$ cat src/rtl/i_axi_lite.sv
`default_nettype none
// ============================================================================
// Module   : i_axi_lite
// Purpose  : Single-outstanding AXI4-Lite master bridge that turns one-shot
//            read/write commands into AXI4-Lite handshakes.
// Revision : 1.0 - initial release
// ============================================================================
module i_axi_lite #(
    parameter  int ADDR_WIDTH = 8,
    parameter  int DATA_WIDTH = 64,
    localparam int STRB_W     = DATA_WIDTH / 8
) (
    input  logic                  clk,
    input  logic                  reset,
    // command side
    input  logic                  cmd_valid,
    output logic                  cmd_ready,
    input  logic                  cmd_write,
    input  logic [ADDR_WIDTH-1:0] cmd_addr,
    input  logic [DATA_WIDTH-1:0] cmd_wdata,
    input  logic [STRB_W-1:0]     cmd_wstrb,
    output logic                  rsp_valid,
    output logic [DATA_WIDTH-1:0] rsp_rdata,
    output logic [1:0]            rsp_resp,
    // write address / data / response channels
    output logic [ADDR_WIDTH-1:0] awaddr,
    output logic [2:0]            awprot,
    output logic                  awvalid,
    input  logic                  awready,
    output logic [DATA_WIDTH-1:0] wdata,
    output logic [STRB_W-1:0]     wstrb,
    output logic                  wvalid,
    input  logic                  wready,
    input  logic [1:0]            bresp,
    input  logic                  bvalid,
    output logic                  bready,
    // read address / data channels
    output logic [ADDR_WIDTH-1:0] araddr,
    output logic [2:0]            arprot,
    output logic                  arvalid,
    input  logic                  arready,
    input  logic [DATA_WIDTH-1:0] rdata,
    input  logic [1:0]            rresp,
    input  logic                  rvalid,
    output logic                  rready
);

    typedef enum logic [2:0] {
        IDLE    = 3'd0,
        WR_REQ  = 3'd1,
        WR_RESP = 3'd2,
        RD_REQ  = 3'd3,
        RD_DATA = 3'd4
    } state_t;

    state_t                state_q,     state_d;
    logic [ADDR_WIDTH-1:0] addr_q,      addr_d;
    logic [DATA_WIDTH-1:0] wdata_q,     wdata_d;
    logic [STRB_W-1:0]     wstrb_q,     wstrb_d;
    logic                  awvalid_q,   awvalid_d;
    logic                  wvalid_q,    wvalid_d;
    logic                  arvalid_q,   arvalid_d;
    logic                  rsp_valid_q, rsp_valid_d;
    logic [DATA_WIDTH-1:0] rsp_rdata_q, rsp_rdata_d;
    logic [1:0]            rsp_resp_q,  rsp_resp_d;
    logic                  w_aw_done;
    logic                  w_w_done;

    // A channel counts as done once its valid has dropped or is handshaking now
    assign w_aw_done = !awvalid_q || awready;
    assign w_w_done  = !wvalid_q  || wready;

    always_comb begin
        state_d     = state_q;
        addr_d      = addr_q;
        wdata_d     = wdata_q;
        wstrb_d     = wstrb_q;
        awvalid_d   = awvalid_q;
        wvalid_d    = wvalid_q;
        arvalid_d   = arvalid_q;
        rsp_valid_d = 1'b0;
        rsp_rdata_d = rsp_rdata_q;
        rsp_resp_d  = rsp_resp_q;
        case (state_q)
            IDLE: begin
                if (cmd_valid) begin
                    addr_d = cmd_addr;
                    if (cmd_write) begin
                        wdata_d   = cmd_wdata;
                        wstrb_d   = cmd_wstrb;
                        awvalid_d = 1'b1;
                        wvalid_d  = 1'b1;
                        state_d   = WR_REQ;
                    end else begin
                        arvalid_d = 1'b1;
                        state_d   = RD_REQ;
                    end
                end
            end
            WR_REQ: begin
                if (awvalid_q && awready) awvalid_d = 1'b0;
                if (wvalid_q && wready)   wvalid_d  = 1'b0;
                if (w_aw_done && w_w_done) state_d = WR_RESP;
            end
            WR_RESP: begin
                if (bvalid) begin
                    rsp_resp_d  = bresp;
                    rsp_rdata_d = '0;
                    rsp_valid_d = 1'b1;
                    state_d     = IDLE;
                end
            end
            RD_REQ: begin
                if (arready) begin
                    arvalid_d = 1'b0;
                    state_d   = RD_DATA;
                end
            end
            RD_DATA: begin
                if (rvalid) begin
                    rsp_resp_d  = rresp;
                    rsp_rdata_d = rdata;
                    rsp_valid_d = 1'b1;
                    state_d     = IDLE;
                end
            end
            default: state_d = IDLE;
        endcase
    end

    always_ff @(posedge clk or negedge reset) begin
        if (!reset) begin
            state_q     <= IDLE;
            addr_q      <= '0;
            wdata_q     <= '0;
            wstrb_q     <= '0;
            awvalid_q   <= 1'b0;
            wvalid_q    <= 1'b0;
            arvalid_q   <= 1'b0;
            rsp_valid_q <= 1'b0;
            rsp_rdata_q <= '0;
            rsp_resp_q  <= '0;
        end else begin
            state_q     <= state_d;
            addr_q      <= addr_d;
            wdata_q     <= wdata_d;
            wstrb_q     <= wstrb_d;
            awvalid_q   <= awvalid_d;
            wvalid_q    <= wvalid_d;
            arvalid_q   <= arvalid_d;
            rsp_valid_q <= rsp_valid_d;
            rsp_rdata_q <= rsp_rdata_d;
            rsp_resp_q  <= rsp_resp_d;
        end
    end

    // Ready is held low while reset is asserted, even though the FSM sits in IDLE
    assign cmd_ready = (state_q == IDLE) && reset;
    assign rsp_valid = rsp_valid_q;
    assign rsp_rdata = rsp_rdata_q;
    assign rsp_resp  = rsp_resp_q;
    assign awaddr    = addr_q;
    assign awprot    = 3'b000;
    assign awvalid   = awvalid_q;
    assign wdata     = wdata_q;
    assign wstrb     = wstrb_q;
    assign wvalid    = wvalid_q;
    assign bready    = (state_q == WR_RESP);
    assign araddr    = addr_q;
    assign arprot    = 3'b000;
    assign arvalid   = arvalid_q;
    assign rready    = (state_q == RD_DATA);

endmodule
`default_nettype wire

$ cat config.mk
export PLATFORM = sky130hd
export DESIGN_NAME = i_axi_lite
export DESIGN_NICKNAME = d
export VERILOG_FILES = /design/src/rtl/i_axi_lite.sv
export SDC_FILE = /design/constraint.sdc
export NUM_CORES = 1
export LEC_CHECK = 0
export BUFFER_PORTS_ARGS = -buffer_cell sky130_fd_sc_hd__buf_2
export CORE_MARGIN = 2
export CORE_UTILIZATION = 35
export DETAILED_ROUTE_END_ITERATION = 16
export PLACE_DENSITY_LB_ADDON = 0.15
export SLEW_MARGIN = 20
export SYNTH_ARGS = -nofsm -noshare
export SYNTH_HDL_FRONTEND = slang
export SYNTH_SLANG_ARGS = --single-unit
$ cat constraint.sdc
create_clock -name clk -period 2.32 [get_ports clk]
set_input_delay 0.348 -clock clk [delete_from_list [all_inputs] [get_ports clk]]
set_output_delay 0.348 -clock clk [all_outputs]
set_load 0.005 [all_outputs]
==> qor.yml <==
setup_path:
  required_ps: 2610
  slowest_stage: "dfrtp_1"
  worst_setup_path_start_kind: "flip-flop"
  cp-end-kind: "flip-flop"
  crit_buf_inv: 1
  cp_max_fo: 72
  path_cells: "nor3_1 > and3_2 > buf_12 > mux2_2"
  critPathKind: "reg2reg"
  slowest_delay_ps: 530
  crit_family: "flip-flops"
  arrival_ps: 2170
synthesis:
  yosys_register_bits: 153
  yosysUniqueCellTypes: 29
  synth-seq-area-share_pct: 64.18
  yosys-top-cells-count: "dfrtp_1, mux2_2, a22o_1"
  syn_inst: 377
  synthFlopType: "dfrtp_1"
  yosys.area.top_type: "dfrtp_1"
  syn_area_mm2: 0.005966
  yosysTopAreaCellShare_pct: 64.18
  yosys-top-cells-area: "dfrtp_1, mux2_2, a22o_1"
  synth_edf_count: 0
  yosysMostFrequentCell: "dfrtp_1"
  avgSynthCellArea_um2: 15.82
  synthArstFlopShare_pct: 100.0
  ys_warn_count: 0
clock_tree:
  clk_path_buf_depth: 2
  h-tree-depth: 4
  postCtsSetupBuffers: 0
  numCtsBuffers: 17
  cts_num_sinks: 153
  tritoncts: "done"
  cts-root-buf: "clkbuf_16"
  cts_hold_buf: 1
  cts_resized: 0
  path_clk_slew_ps: 60
  insertion_delay_ps: 420
route:
  wire_per_inst_um: 16.43
  drc: 0
  vias_per_cell: 4.668
  drt_wl_total_um: 15050
  drt-initial-drc-count: 114
  num_vias: 4276
  firstDrtPassIters: 4
  drtAntennaViolNets: 0
floorplanning:
  num_rows: 47
  start_util_pct: 35.85
  io_pins: 324
  die_w_um: 134.6
  die_h_um: 134.6
  fp.coreArea_mm2: 0.01664
  design.die.area_mm2: 0.01811
placed_design:
  dp_hpwl_um: 10850
  placed_area_mm2: 0.007560
  place.gp.congestion: 0.7510
  placedCellCount: 886
  portBuffers: 317
run_status:
  status: "finished, final reports clean"
pwr:
  p_leak_nw: 4.288
  peakVddDrop_v: 0.0005935
  powerDensity_mw_per_mm2: 1336
  power_mw: 10.93
global_routing:
  antenna_found_initial: 0
  grt_overflow: 0
  grt_pass1_vias: 4417
  grt_pass1_wl_um: 23050
  grt_start_max_net_pins: 132
  track_usage_pct: 16.52
hold_path:
  min_path_type: "in2reg"
timing:
  final.min_clock_period_ps: 1877
  timing.final.crit_share_pct: 80.89
  rsz0062_at_grt: "no"
  worst_pin_slew_ps: 733.2
  setup_viol: 0
  skew_ps: 7.717
  slew_violations: 0
  hold_violations: 0
  tns_ps: 0
  max_slew_margin_pct: 51.12
  fmax_mhz: 532.8
layout:
  nNetsFinal: 843
  final_cell_count_no_fill: 916
  fillCellCount: 1493
  drive_gt1_share_pct: 63.36
  area.growth.synth_to_final_pct: 37.12
  multiInputGateArea_mm2: 0.001753
  final_area_mm2: 0.008180
  seq_area_mm2: 0.003829
  antenna_cells: 0
run:
  maxCapViolations: 0
[power by group]
group	internal [mW]	leakage, nW	switching [mW]
Combinational	2.05	2.06	1.43
Clock	1.81	0.295	1.08
Sequential	3.89	1.94	0.667
Total	7.75	4.29	3.18
[layout make-up]
| cell class | count | area share [%] |
|---|---|---|
| multi-input cells | 185 | 21.43 |
| clock buffers | 18 | 5.369 |
| flip-flops and latches | 153 | 46.80 |
| well taps | 220 | 3.365 |
| clock inverters | 11 | 2.095 |
| inverters | 6 | 0.2753 |
| repair buffers | 323 | 20.66 |
[stage by stage]
step	utilization (%)	hold slack (ps)	setup WS, ps
finish	49.15	140.5	443.3
global route	49.15	118.4	306.0
CTS	49.15	112.4	433.3
detailed placement	45.43	217.3	439.0
global placement	45.43	210.6	483.0
floorplan	-	52.41	724.0
[cells by family after synthesis]
| group | synth area share [%] |
|---|---|
| other cells | 0.06286 |
| mux | 15.86 |
| compound gates | 10.86 |
| buf+inv | 6.795 |
| flops | 64.18 |
| simple gates | 2.244 |
[path summary, 6_finish.rpt]
path / from / end / slack [ps] / cells after the start
worst max-delay path: state_q[0] / wdata[15] / 440 / 4
worst min-delay path: rdata[6] / rsp_rdata[6] / 140 / 2
worst max register to register: state_q[0] / wdata[15] / 440 / 4
worst min register to register: arvalid / arvalid / 490 / 1
max in group asynchronous: reset / state_q[0] / 980 / 3
min in group asynchronous: reset / wstrb[0] / 350 / 2
[registers in the layout (all words and copies together), names as in the netlist]
name / flops
wdata: 64
rsp_resp: 2
rsp_rdata: 64
arvalid: 1
rsp_valid: 1
state_q: 3
wvalid: 1
awvalid: 1
araddr: 8
wstrb: 8
[placed cells by master (no fill, tap or decap), types with 2 or more instances in the layout]
cell type | netlist | routed
a22o_1 | 64 | 64
a31oi_1 | 3 | 3
and2_1 | 2 | 2
buf_12 | 7 | 4
buf_2 | 5 | 316
bufinv_16 | 0 | 4
clkbuf_16 | 0 | 17
clkinv_2 | 0 | 2
clkinvlp_4 | 0 | 2
conb_1 | 1 | 6
dfrtp_1 | 153 | 153
inv_1 | 6 | 6
inv_6 | 0 | 2
mux2_2 | 84 | 84
nand2_1 | 4 | 4
nand2b_1 | 2 | 2
nand3b_1 | 2 | 2
nor2_1 | 3 | 3
o22ai_1 | 2 | 2
o2bb2ai_1 | 2 | 2
[layer usage]
layer	share of wire, %	track usage, %	vias up	wire, um
met4	2.0	7.544	0	304
li1	-	-	1972	-
met2	49	27.41	217	7329
met5	0	0	-	0
met1	40	18.91	2065	5955
met3	9.7	6.419	22	1462
[worst reg2reg max path, stage by stage (launching register included)]
cell and delay (ps):
dfrtp_1 530, nor3_1 240, and3_2 240, buf_12 320, mux2_2 430
(Power assumes the default switching activity.)
